$ cat config.mk
export PLATFORM = sky130hd
export DESIGN_NAME = reduce_feeder
export DESIGN_NICKNAME = d
export VERILOG_FILES = /design/src/rtl/reduce_feeder.sv
export SDC_FILE = /design/constraint.sdc
export NUM_CORES = 1
export LEC_CHECK = 0
export ABC_CLOCK_PERIOD_IN_PS = 4600
export CAP_MARGIN = 25
export CORE_UTILIZATION = 46
export CTS_CLUSTER_SIZE = 30
export DETAILED_ROUTE_END_ITERATION = 8
export GPL_ROUTABILITY_DRIVEN = 0
export PLACE_DENSITY = 0.78
export SYNTH_ARGS = -nofsm -noshare
export SYNTH_HDL_FRONTEND = slang
export SYNTH_SLANG_ARGS = --single-unit
$ cat constraint.sdc
create_clock -name clk -period 4.6 [get_ports clk]
set_clock_uncertainty 0.2 [all_clocks]
set_input_delay 0.46 -clock clk [delete_from_list [all_inputs] [get_ports clk]]
set_output_delay 0.46 -clock clk [all_outputs]
set_load 0.01 [all_outputs]
$ cat src/rtl/reduce_feeder.sv
// Initiator for the packed-vector reduction handshake: gathers NUM_WORDS SRAM words,
// drives numbers/start until done (or timeout), then returns the result on a valid/ready port.
module reduce_feeder #(
  parameter int WIDTH     = 16,
  parameter int NUM_WORDS = 8,
  parameter int AW        = 8,
  parameter int TIMEOUT   = 64
) (
  input  logic                       clk,
  input  logic                       rst_n,
  input  logic                       cmd_valid,
  output logic                       cmd_ready,
  input  logic [AW-1:0]              cmd_base,
  output logic                       mem_en,
  output logic [AW-1:0]              mem_addr,
  input  logic [WIDTH-1:0]           mem_rdata,
  output logic [NUM_WORDS*WIDTH-1:0] numbers,
  output logic                       start,
  input  logic                       done,
  input  logic [WIDTH-1:0]           result,
  output logic                       res_valid,
  input  logic                       res_ready,
  output logic [WIDTH-1:0]           res_data,
  output logic                       res_err,
  output logic                       busy
);

  localparam int IW = (NUM_WORDS > 1) ? $clog2(NUM_WORDS) : 1;
  localparam int CW = $clog2(TIMEOUT + 1);
  localparam logic [IW-1:0] LAST = IW'(NUM_WORDS - 1);
  localparam logic [CW-1:0] TMAX = CW'(TIMEOUT - 1);

  typedef enum logic [2:0] {IDLE, FETCH, DRAIN, REQ, RESP} state_t;

  state_t          state;
  logic [IW-1:0]   idx;
  logic [CW-1:0]   wait_cnt;

  assign cmd_ready = (state == IDLE);
  assign busy      = (state != IDLE);

  always_ff @(posedge clk) begin
    if (!rst_n) begin
      state     <= IDLE;
      idx       <= '0;
      wait_cnt  <= '0;
      numbers   <= '0;
      start     <= 1'b0;
      mem_en    <= 1'b0;
      mem_addr  <= '0;
      res_valid <= 1'b0;
      res_data  <= '0;
      res_err   <= 1'b0;
    end else begin
      case (state)
        IDLE: begin
          if (cmd_valid) begin
            numbers  <= '0;
            idx      <= '0;
            mem_en   <= 1'b1;
            mem_addr <= cmd_base;
            state    <= FETCH;
          end
        end
        FETCH: begin
          // Read data lags the address by one cycle, so word idx-1 lands here.
          if (idx != '0)
            numbers[(int'(idx) - 1) * WIDTH +: WIDTH] <= mem_rdata;
          if (idx == LAST) begin
            mem_en <= 1'b0;
            state  <= DRAIN;
          end else begin
            idx      <= idx + 1'b1;
            mem_addr <= mem_addr + 1'b1;
          end
        end
        DRAIN: begin
          numbers[(NUM_WORDS - 1) * WIDTH +: WIDTH] <= mem_rdata;
          start    <= 1'b1;
          wait_cnt <= '0;
          state    <= REQ;
        end
        REQ: begin
          // done is tested first so it wins over a same-cycle timeout.
          if (done) begin
            res_data  <= result;
            res_err   <= 1'b0;
            res_valid <= 1'b1;
            start     <= 1'b0;
            state     <= RESP;
          end else if (wait_cnt == TMAX) begin
            res_data  <= '0;
            res_err   <= 1'b1;
            res_valid <= 1'b1;
            start     <= 1'b0;
            state     <= RESP;
          end else begin
            wait_cnt <= wait_cnt + 1'b1;
          end
        end
        RESP: begin
          if (res_ready) begin
            res_valid <= 1'b0;
            state     <= IDLE;
          end
        end
        default: state <= IDLE;
      endcase
    end
  end

endmodule
==> out/metrics.cfg <==
[run_status]
status=finished, final reports clean

[layout]
drive_gt1_share_pct=6.66
nets=871
num_antenna_cells=0
syn2layout_area_growth_pct=43.8
fin_cells=1002

[die]
io-pin-count=203
start_util_pct=47.4
fp.dieH_microns=119
rows=42
core_area_sq_mm=0.0133
dieArea_sq_mm=0.0142
die_x_microns=119

[clock_network]
insertion_delay_ns=0.43
cts_tree=built
cts_setup_buffers=0
clk_path_buf_depth=2
cts_resized=0
clockRootBuffer=clkbuf_16
cts_buffers=17
clk_pin_slew_ns=0.06
cts.sinks=169
cts_hold_buf=0
htree_num_levels=4

[detailed_routing]
via_per_inst=5.87
route.vias.total=5877
first_iter_violations=495
routed_wl_microns=18700
drc=0
drtAntennaViolNets=0
first_pass_iters=5
wire_per_inst_microns=18.7

[worst_setup_path]
cp.required_ns=4.73
worstSetupStartpointType=register
worst_ep_arrival_time_ns=4.37
crit_type=reg2reg
reg2reg_from=idx[0]
crit_buf_inv=2
cp-end-kind=register
max_stage_delay_ns=0.65
startpoint=idx[0]
worstPathCellList=inv_1 -> ha_1 -> xnor2_1 -> nand3_1 -> inv_1 -> ha_1 -> nor4b_1 -> nand3_1 -> a211oi_2 -> nand4b_1 -> o22ai_1
cp_max_fo=16
crit_family=simple AND/OR/NAND/NOR gates
slowest_stage=nand4b_1

[yosys]
synth.cell_area_sq_mm=0.00632
yosysSeqAreaShare_pct=53.5
synthDistinctLibCells=55
ys_dominant_reg_cell=dfxtp_1
netlist.area_leader.share_pct=53.5
synth_top_cells_by_count=dfxtp_1 (169), a22o_1 (66), nand2_1 (50)
synth_nets=683
yosysWarnings=0
synth.area.top_cells=dfxtp_1 (53%), a22o_1 (9.1%), nand2_1 (3.0%)
yosysMostFrequentCell=dfxtp_1
synth.avg_cell_area_sq_um=10.1
syn_inst=625
yosysTopAreaCell=dfxtp_1
async_flop_share_pct=0
ys_ff_latch=169
synth_edf_count=0

[power_and_ir_drop]
p_leak_nw=3.29
p_per_area_mw_per_mm2=353
power_mw=3.21
vdd_drop_max_mv=0.229

[timing]
whs_ns=0.268
rsz0062_at_grt=false
finalSetupViolCount=0
max-slew-margin-rel_pct=31.2
tns_ns=0
fin_crit_sh_pct=92.1
drv_slew=0
period_needed_ns=4.24
worst_slew_pin_slew_ns=1.03
hold_viol_final=0
max_freq_ghz=0.236

[placement]
dp.cells=969
io_buffers=202
place_hpwl_microns=13500

[global_routing]
grt_pass1_vias=5537
grt.total_usage_pct=26.4
grt_pass1_wl_microns=29600
antenna_found_initial=0
grt_max_degree=71
grt-ovfl-total=0

[job]
timing.max_cap.violations=0

[hold_path]
hold_path_class=reg2reg
worstHoldStart=numbers[122]

==> area by class of cell <==
| type | count | area [sq um] |
|---|---|---|
| clock buffer | 21 | 470 |
| clock inverter | 11 | 145 |
| fill | 1027 | 4260 |
| inverter | 7 | 26.3 |
| multi-input combinational | 404 | 2730 |
| sequential | 169 | 3380 |
| tap | 176 | 220 |
| timing repair buffer | 214 | 2120 |
==> metal layers <==
layer / global-route usage [%] / part of all wire [%]
met5: 0 / 0
met4: 10.6 / 2.5
met3: 7.38 / 8.0
met2: 42.8 / 46
met1: 33.1 / 43
==> kinds of logic after synthesis <==
logic type | synth area share, %
and+or+nand+nor | 13.2
muxes | 0.158
adders and majority gates | 2.57
buffers and inverters | 3.42
DFF | 53.5
xor gates and xnor gates | 0.930
AOI/OAI and AO/OA | 26.2
==> state kept, by name, summed over array words and instances (netlist names) <==
signal / count
idx: 3
mem_addr: 8
mem_en: 1
numbers: 128
res_data: 16
res_err: 1
res_valid: 1
start: 1
state: 3
wait_cnt: 7
==> through the flow <==
| stage | cell area, sq um | util [%] | worst slack [ns] |
|---|---|---|---|
| after floorplan | 6320 | - | 1.15 |
| after CTS | 9080 | 68.0 | 0.494 |
| after global routing | 9090 | 68.1 | 0.0394 |
| after detailed placement | 8460 | 63.4 | 0.585 |
| after global placement | 8450 | 63.3 | 0.933 |
| final | 9090 | 68.1 | 0.363 |
==> worst paths after layout <==
| path | cells after the start | slack (ns) | end |
|---|---|---|---|
| worst min-delay path | 1 | 0.27 | numbers[122] |
| worst max-delay path | 11 | 0.36 | numbers[74] |
| worst min register to register | 1 | 0.27 | numbers[122] |
| worst max register to register | 11 | 0.36 | numbers[74] |
==> where the power goes <==
group | internal [mW] | total [mW] | switching (mW) | leakage (nW)
Sequential | 1.47 | 1.49 | 0.0135 | 1.36
Combinational | 0.0963 | 0.254 | 0.158 | 1.63
Clock | 0.895 | 1.47 | 0.573 | 0.295
Total | 2.46 | 3.21 | 0.744 | 3.29
==> cell usage in the layout (no fill, tap or decap), types with 3 or more instances in the layout <==
cell type and count:
a21oi_1 19, a21oi_2 4, a22o_1 66, a22oi_1 19
a2bb2oi_1 3, a31oi_1 4, a32o_1 15, buf_4 10
bufinv_16 3, clkbuf_16 17, clkbuf_8 3, clkdlybuf4s50_1 201
clkinv_2 3, clkinvlp_4 3, dfxtp_1 169, ha_1 13
inv_1 7, nand2_1 50, nand2b_1 4, nand3_1 31
nand3b_1 3, nor2_1 46, nor2b_1 7, nor3_1 12
o21ai_0 13, o22ai_1 16, o2bb2ai_1 16, o31ai_1 18
or3_1 4
Power figures use the tool's default switching activity.
==> variant 1, RTL diff (same flow settings) <==
Register the output `res_err` once more; this adds one clock of latency there. The other outputs are not delayed to match.
--- a/src/rtl/reduce_feeder.sv
+++ b/src/rtl/reduce_feeder.sv
@@ -32,6 +32,8 @@
 
   typedef enum logic [2:0] {IDLE, FETCH, DRAIN, REQ, RESP} state_t;
 
+  logic res_err_s0;
+
   state_t          state;
   logic [IW-1:0]   idx;
   logic [CW-1:0]   wait_cnt;
@@ -50,7 +52,7 @@
       mem_addr  <= '0;
       res_valid <= 1'b0;
       res_data  <= '0;
-      res_err   <= 1'b0;
+      res_err_s0 <= 1'b0;
     end else begin
       case (state)
         IDLE: begin
@@ -84,13 +86,13 @@
           // done is tested first so it wins over a same-cycle timeout.
           if (done) begin
             res_data  <= result;
-            res_err   <= 1'b0;
+            res_err_s0 <= 1'b0;
             res_valid <= 1'b1;
             start     <= 1'b0;
             state     <= RESP;
           end else if (wait_cnt == TMAX) begin
             res_data  <= '0;
-            res_err   <= 1'b1;
+            res_err_s0 <= 1'b1;
             res_valid <= 1'b1;
             start     <= 1'b0;
             state     <= RESP;
@@ -109,4 +111,8 @@
     end
   end
 
+  always_ff @(posedge clk) begin
+    res_err <= res_err_s0;
+  end
+
 endmodule
Behaviour: no difference found for any inputs over 4 cycles, from zero or initial values and one cycle with rst_n low; that may be too few to reach the edited logic, so the function may still have changed.
==> variant 1 against the original RTL <==
Power increased by 1.3%; setup slack improved by 0.076 ns; wire length decreased by 0.92%; utilization increased by 0.29 points; worst hold slack got worse by 0.11 ns; final area increased by 0.43%; synthesized area increased by 0.32%; sequential cell count increased by 1; die area increased by 0.31%; maximum frequency increased by 1.8%; largest cell class unchanged.
==> variant 1: results (changes against the original RTL) <==
final.fill_count: 1009  # -1.8%
port_buffers: 202  # unchanged
post_cts_buffers: 0  # unchanged
ctsLongestPathBuffers: 2  # unchanged
drt_wl_total_mm: 18.5  # -0.92%
outcome: "finished clean"
drt_first_pass_iters: 5  # unchanged
grt_max_degree: 70  # -1.4%
grt_usage_pct: 26.5  # +0.039 points
dp.cells: 970  # +0.10%
syn_nets: 684  # +0.15%
grt_pass1_wl_mm: 29.7  # +0.47%
whs_ns: 0.155  # -0.114 ns
finalNonFillerCells: 1003  # +0.10%
relSlewSlack_pct: 32.1  # +0.91 points
cts_max_level: 4  # unchanged
synth_commonest_cells: "dfxtp_1, a22o_1, nand2_1"
leakagePower_nw: 3.32  # +0.72%
synth_edf_count: 0  # unchanged
p_int_mw: 2.48  # +0.65%
synthArstFlopShare_pct: 0  # unchanged
first_iter_violations: 472  # -4.6%
cts_root_buf: "clkbuf_16"
synth-seq-area-share_pct: 53.6  # +0.15 points
rrSetupSlack_ns: 0.44  # +0.08 ns
drive_above_1_share_pct: 6.65  # -0.0081 points
clkSlewWorstSetupHoldPaths_ns: 0.06  # about the same
synth.area.top_cells: "dfxtp_1, a22o_1, nand2_1"
syn_avg_cell_area_um2: 10.1  # +0.16%
nets: 872  # +0.11%
num_vias: 5869  # -0.14%
grt_pass1_vias: 5513  # -0.43%
dp_hpwl_mm: 13.3  # -1.2%
critPathMaxFanout: 16  # unchanged
clk_latency_ns: 0.42
ir_worst_vdd_uv: 285  # +24%
arrival_ns: 4.29  # -0.08 ns
variant 1: changes by cell type in the layout (fill, tap and decap cells not counted), sizes merged:
cell      change
inv           +5
clkinvlp      -3
clkbuf        -1
clkinv        -1
dfxtp         +1
variant 1: worst max-delay path: stages (launching register included):
cell and delay, ns:
dfxtp_1 0.55, inv_1 0.20, ha_1 0.28, xnor2_1 0.35, nand3_1 0.16, inv_1 0.09, ha_1 0.31, nor4b_1 0.40
nand3_1 0.14, a211oi_2 0.36, nand4b_1 0.60, o22ai_1 0.42
variant 1: worst paths after layout:
| path | startpoint | to | cells past startpoint |
|---|---|---|---|
| max | idx[0] | numbers[78] | 11 |
| min | res_err_s0 | res_err | 0 |
| max reg2reg | idx[0] | numbers[78] | 11 |
| min reg2reg | res_err_s0 | res_err | 0 |
variant 1: power by group through the flow:
stage               clock network, mW  registers, mW  logic (mW)
floorplan                           0           1.52       0.139
global placement                    0           1.53       0.236
detailed placement                  0           1.53       0.243
CTS                              1.53           1.49       0.244
global route                     1.59           1.49       0.271
finish                           1.51           1.49       0.250
variant 1: area by class of cell:
| cell class | instances | area [um2] | share of cell area [%] |
|---|---|---|---|
| Sequential cell | 170 | 3400 | 37.3 |
| Multi-Input combinational cell | 404 | 2730 | 29.9 |
| Timing Repair Buffer | 214 | 2110 | 23.2 |
| Clock buffer | 20 | 457 | 5.00 |
| Tap cell | 176 | 220 | 2.41 |
| Clock inverter | 12 | 181 | 1.99 |
| Inverter | 7 | 26.3 | 0.288 |
variant 1: metrics by stage:
| step | setup WS [ns] | instance area [um2] | utilization, % |
|---|---|---|---|
| after floorplan | 1.15 | 6340 | - |
| after global placement | 0.929 | 8480 | 63.5 |
| after detailed placement | 0.546 | 8480 | 63.5 |
| after CTS | 0.506 | 9120 | 68.3 |
| after global routing | 0.0794 | 9130 | 68.4 |
| final | 0.439 | 9130 | 68.4 |
variant 1: metal layers:
layer  share of wire [%]  track usage, %  vias to the layer above
li1                    -               -                     2734
met1                  43            34.4                     2840
met2                  47            42.5                      263
met3                 7.3            6.27                       32
met4                 2.2            10.2                        0
met5                   0               0                        -
variant 1: kinds of logic (layout without fill, tap and decap cells):
kind of cell             Yosys count  in the layout  synth area share [%]
AO/OA/AOI/OAI                    209            209                  26.1
AND/OR/NAND/NOR                  176            176                  13.2
flip-flops                       170            170                  53.6
buffers and inverters             52            253                  3.41
adder cells (fa/ha/maj)           13             13                  2.56
XOR/XNOR                           5              5                 0.927
multiplexers                       1              1                 0.158
==> variant 2, RTL diff (config.mk and constraints unchanged) <==
Made on the original files. The parameter `TIMEOUT` goes from 64 to 32.
--- a/src/rtl/reduce_feeder.sv
+++ b/src/rtl/reduce_feeder.sv
@@ -4,7 +4,7 @@
   parameter int WIDTH     = 16,
   parameter int NUM_WORDS = 8,
   parameter int AW        = 8,
-  parameter int TIMEOUT   = 64
+  parameter int TIMEOUT   = 32
 ) (
   input  logic                       clk,
   input  logic                       rst_n,
Function: same outputs for any inputs over 4 cycles, from zero or initial values and one cycle with rst_n low; that may be too few to reach the edited logic, so the function may still have changed.
==> variant 2 against the original RTL <==
Power is 0.16% lower; die area up 8.6%; critical endpoint is now numbers[3]; final area increased by 4.6%; sequential cell count decreased by 1; synthesized area increased by 8.7%; combinational power rose by 16%; non-clock buffer count down 4; wire length increased by 4.4%; setup slack better by 0.19 ns.
==> variant 2: results (changes against the original RTL) <==
outcome: "finished clean"
hold_path.class: "reg -> reg"
met1_length_mm: 8.71  # +7.4%
antenna_found_initial: 0  # unchanged
wl_met2_mm: 9.33  # +7.9%
grt_max_degree: 103  # +45%
cts_root_buf: "clkbuf_16"
synth-seq-area-share_pct: 48.9  # -4.6 points
met3WireLength_mm: 1.08  # -28%
worstMarginPinSlew_ns: 0.971  # -0.0619 ns
viasPerCell: 5.55  # -5.5%
synth.area.top_cells: "dfxtp_1, a22oi_1, nor2_1"
cts_max_level: 4  # unchanged
top_layer_used: "met4"
grt_usage_pct: 25.1  # -1.4 points
synth_commonest_cells: "dfxtp_1, nor2_1, a22oi_1"
critPathTopFamily: "simple AND/OR/NAND/NOR gates"
clkSlewWorstSetupHoldPaths_ns: 0.06  # about the same
syn_avg_cell_area_um2: 8.93  # -12%
critPathMaxFanout: 16  # unchanged
largestRegisters: "numbers: 128 flops, res_data: 16 flops, mem_addr: 8 flops"
port_buffers: 202  # unchanged
slowest_stage: "dfxtp_1"
drt-wirelength-per-cell_um: 17.4  # -7.0%
ctsLongestPathBuffers: 2  # unchanged
critPathMaxStageDelay_ns: 0.55  # -0.10 ns
arrival_ns: 4.19  # -0.18 ns
ctsResizeCount: 0  # unchanged
synth_cell_types: 54  # -1.8%
dp_hpwl_mm: 13.1  # -2.8%
ir_worst_vdd_uv: 177  # -23%
grt_pass1_wl_mm: 30.9  # +4.6%
nets: 985  # +13%
syn_nets: 828  # +21%
finalNonFillerCells: 1124  # +12%
cts_buffers: 17  # unchanged
leakagePower_nw: 3.43  # +4.1%
antenna_cells: 0  # unchanged
drt_first_pass_iters: 5  # unchanged
grt_pass1_vias: 5748  # +3.8%
post_cts_buffers: 0  # unchanged
first_iter_violations: 414  # -16%
drive_above_1_share_pct: 5.74  # -0.91 points
## variant 2: power breakdown
group | switching [mW] | leakage [nW] | internal, mW
logic | 0.188 | 1.78 | 0.106
clock network | 0.609 | 0.287 | 0.821
registers | 0.0149 | 1.35 | 1.46
total | 0.812 | 3.43 | 2.39
## variant 2: routing by layer
metal / GRT usage (%) / up-vias
met1: 32.6 / 2963
met4: 10.3 / 0
met3: 5.54 / 31
met5: 0 / -
met2: 40.2 / 183
li1: - / 3056
## variant 2: per-stage QoR
stage | cell area (um2) | worst slack (ns)
floorplan | 6880 | 0.933
CTS | 9490 | 0.559
global route | 9510 | 0.286
detailed placement | 8910 | 0.594
global placement | 8910 | 0.719
finish | 9510 | 0.558
## variant 2: path summary, 6_finish.rpt
path,end,slack [ns],depth (start not counted),start
max,numbers[3],0.56,11,idx[0]
min,numbers[9],0.26,2,numbers[9]
max reg2reg,numbers[3],0.56,11,idx[0]
min reg2reg,numbers[9],0.26,2,numbers[9]
## variant 2: worst min-delay path, cell delays in order, from the launching register on
cell and delay (ns):
dfxtp_1 0.31, nand2_1 0.05, mux2i_1 0.05
## variant 2: kinds of logic (layout without fill, tap and decap cells)
kind of cell,count (synthesis),count (layout),share of synthesized area (%)
XOR/XNOR,5,5,1.07
adder cells (fa/ha/maj),13,13,2.37
multiplexers,31,31,4.51
buffers and inverters,80,250,4.68
AND/OR/NAND/NOR,296,296,20.2
AO/OA/AOI/OAI,177,177,18.3
flip-flops,168,168,48.9
## variant 2: area by class of cell
class	instances	area (um2)
Fill cell	1220	5030
Sequential cell	168	3360
Multi-Input combinational cell	522	3210
Timing Repair Buffer	210	2090
Clock buffer	19	443
Tap cell	184	230
Clock inverter	13	144
Inverter	8	30.0
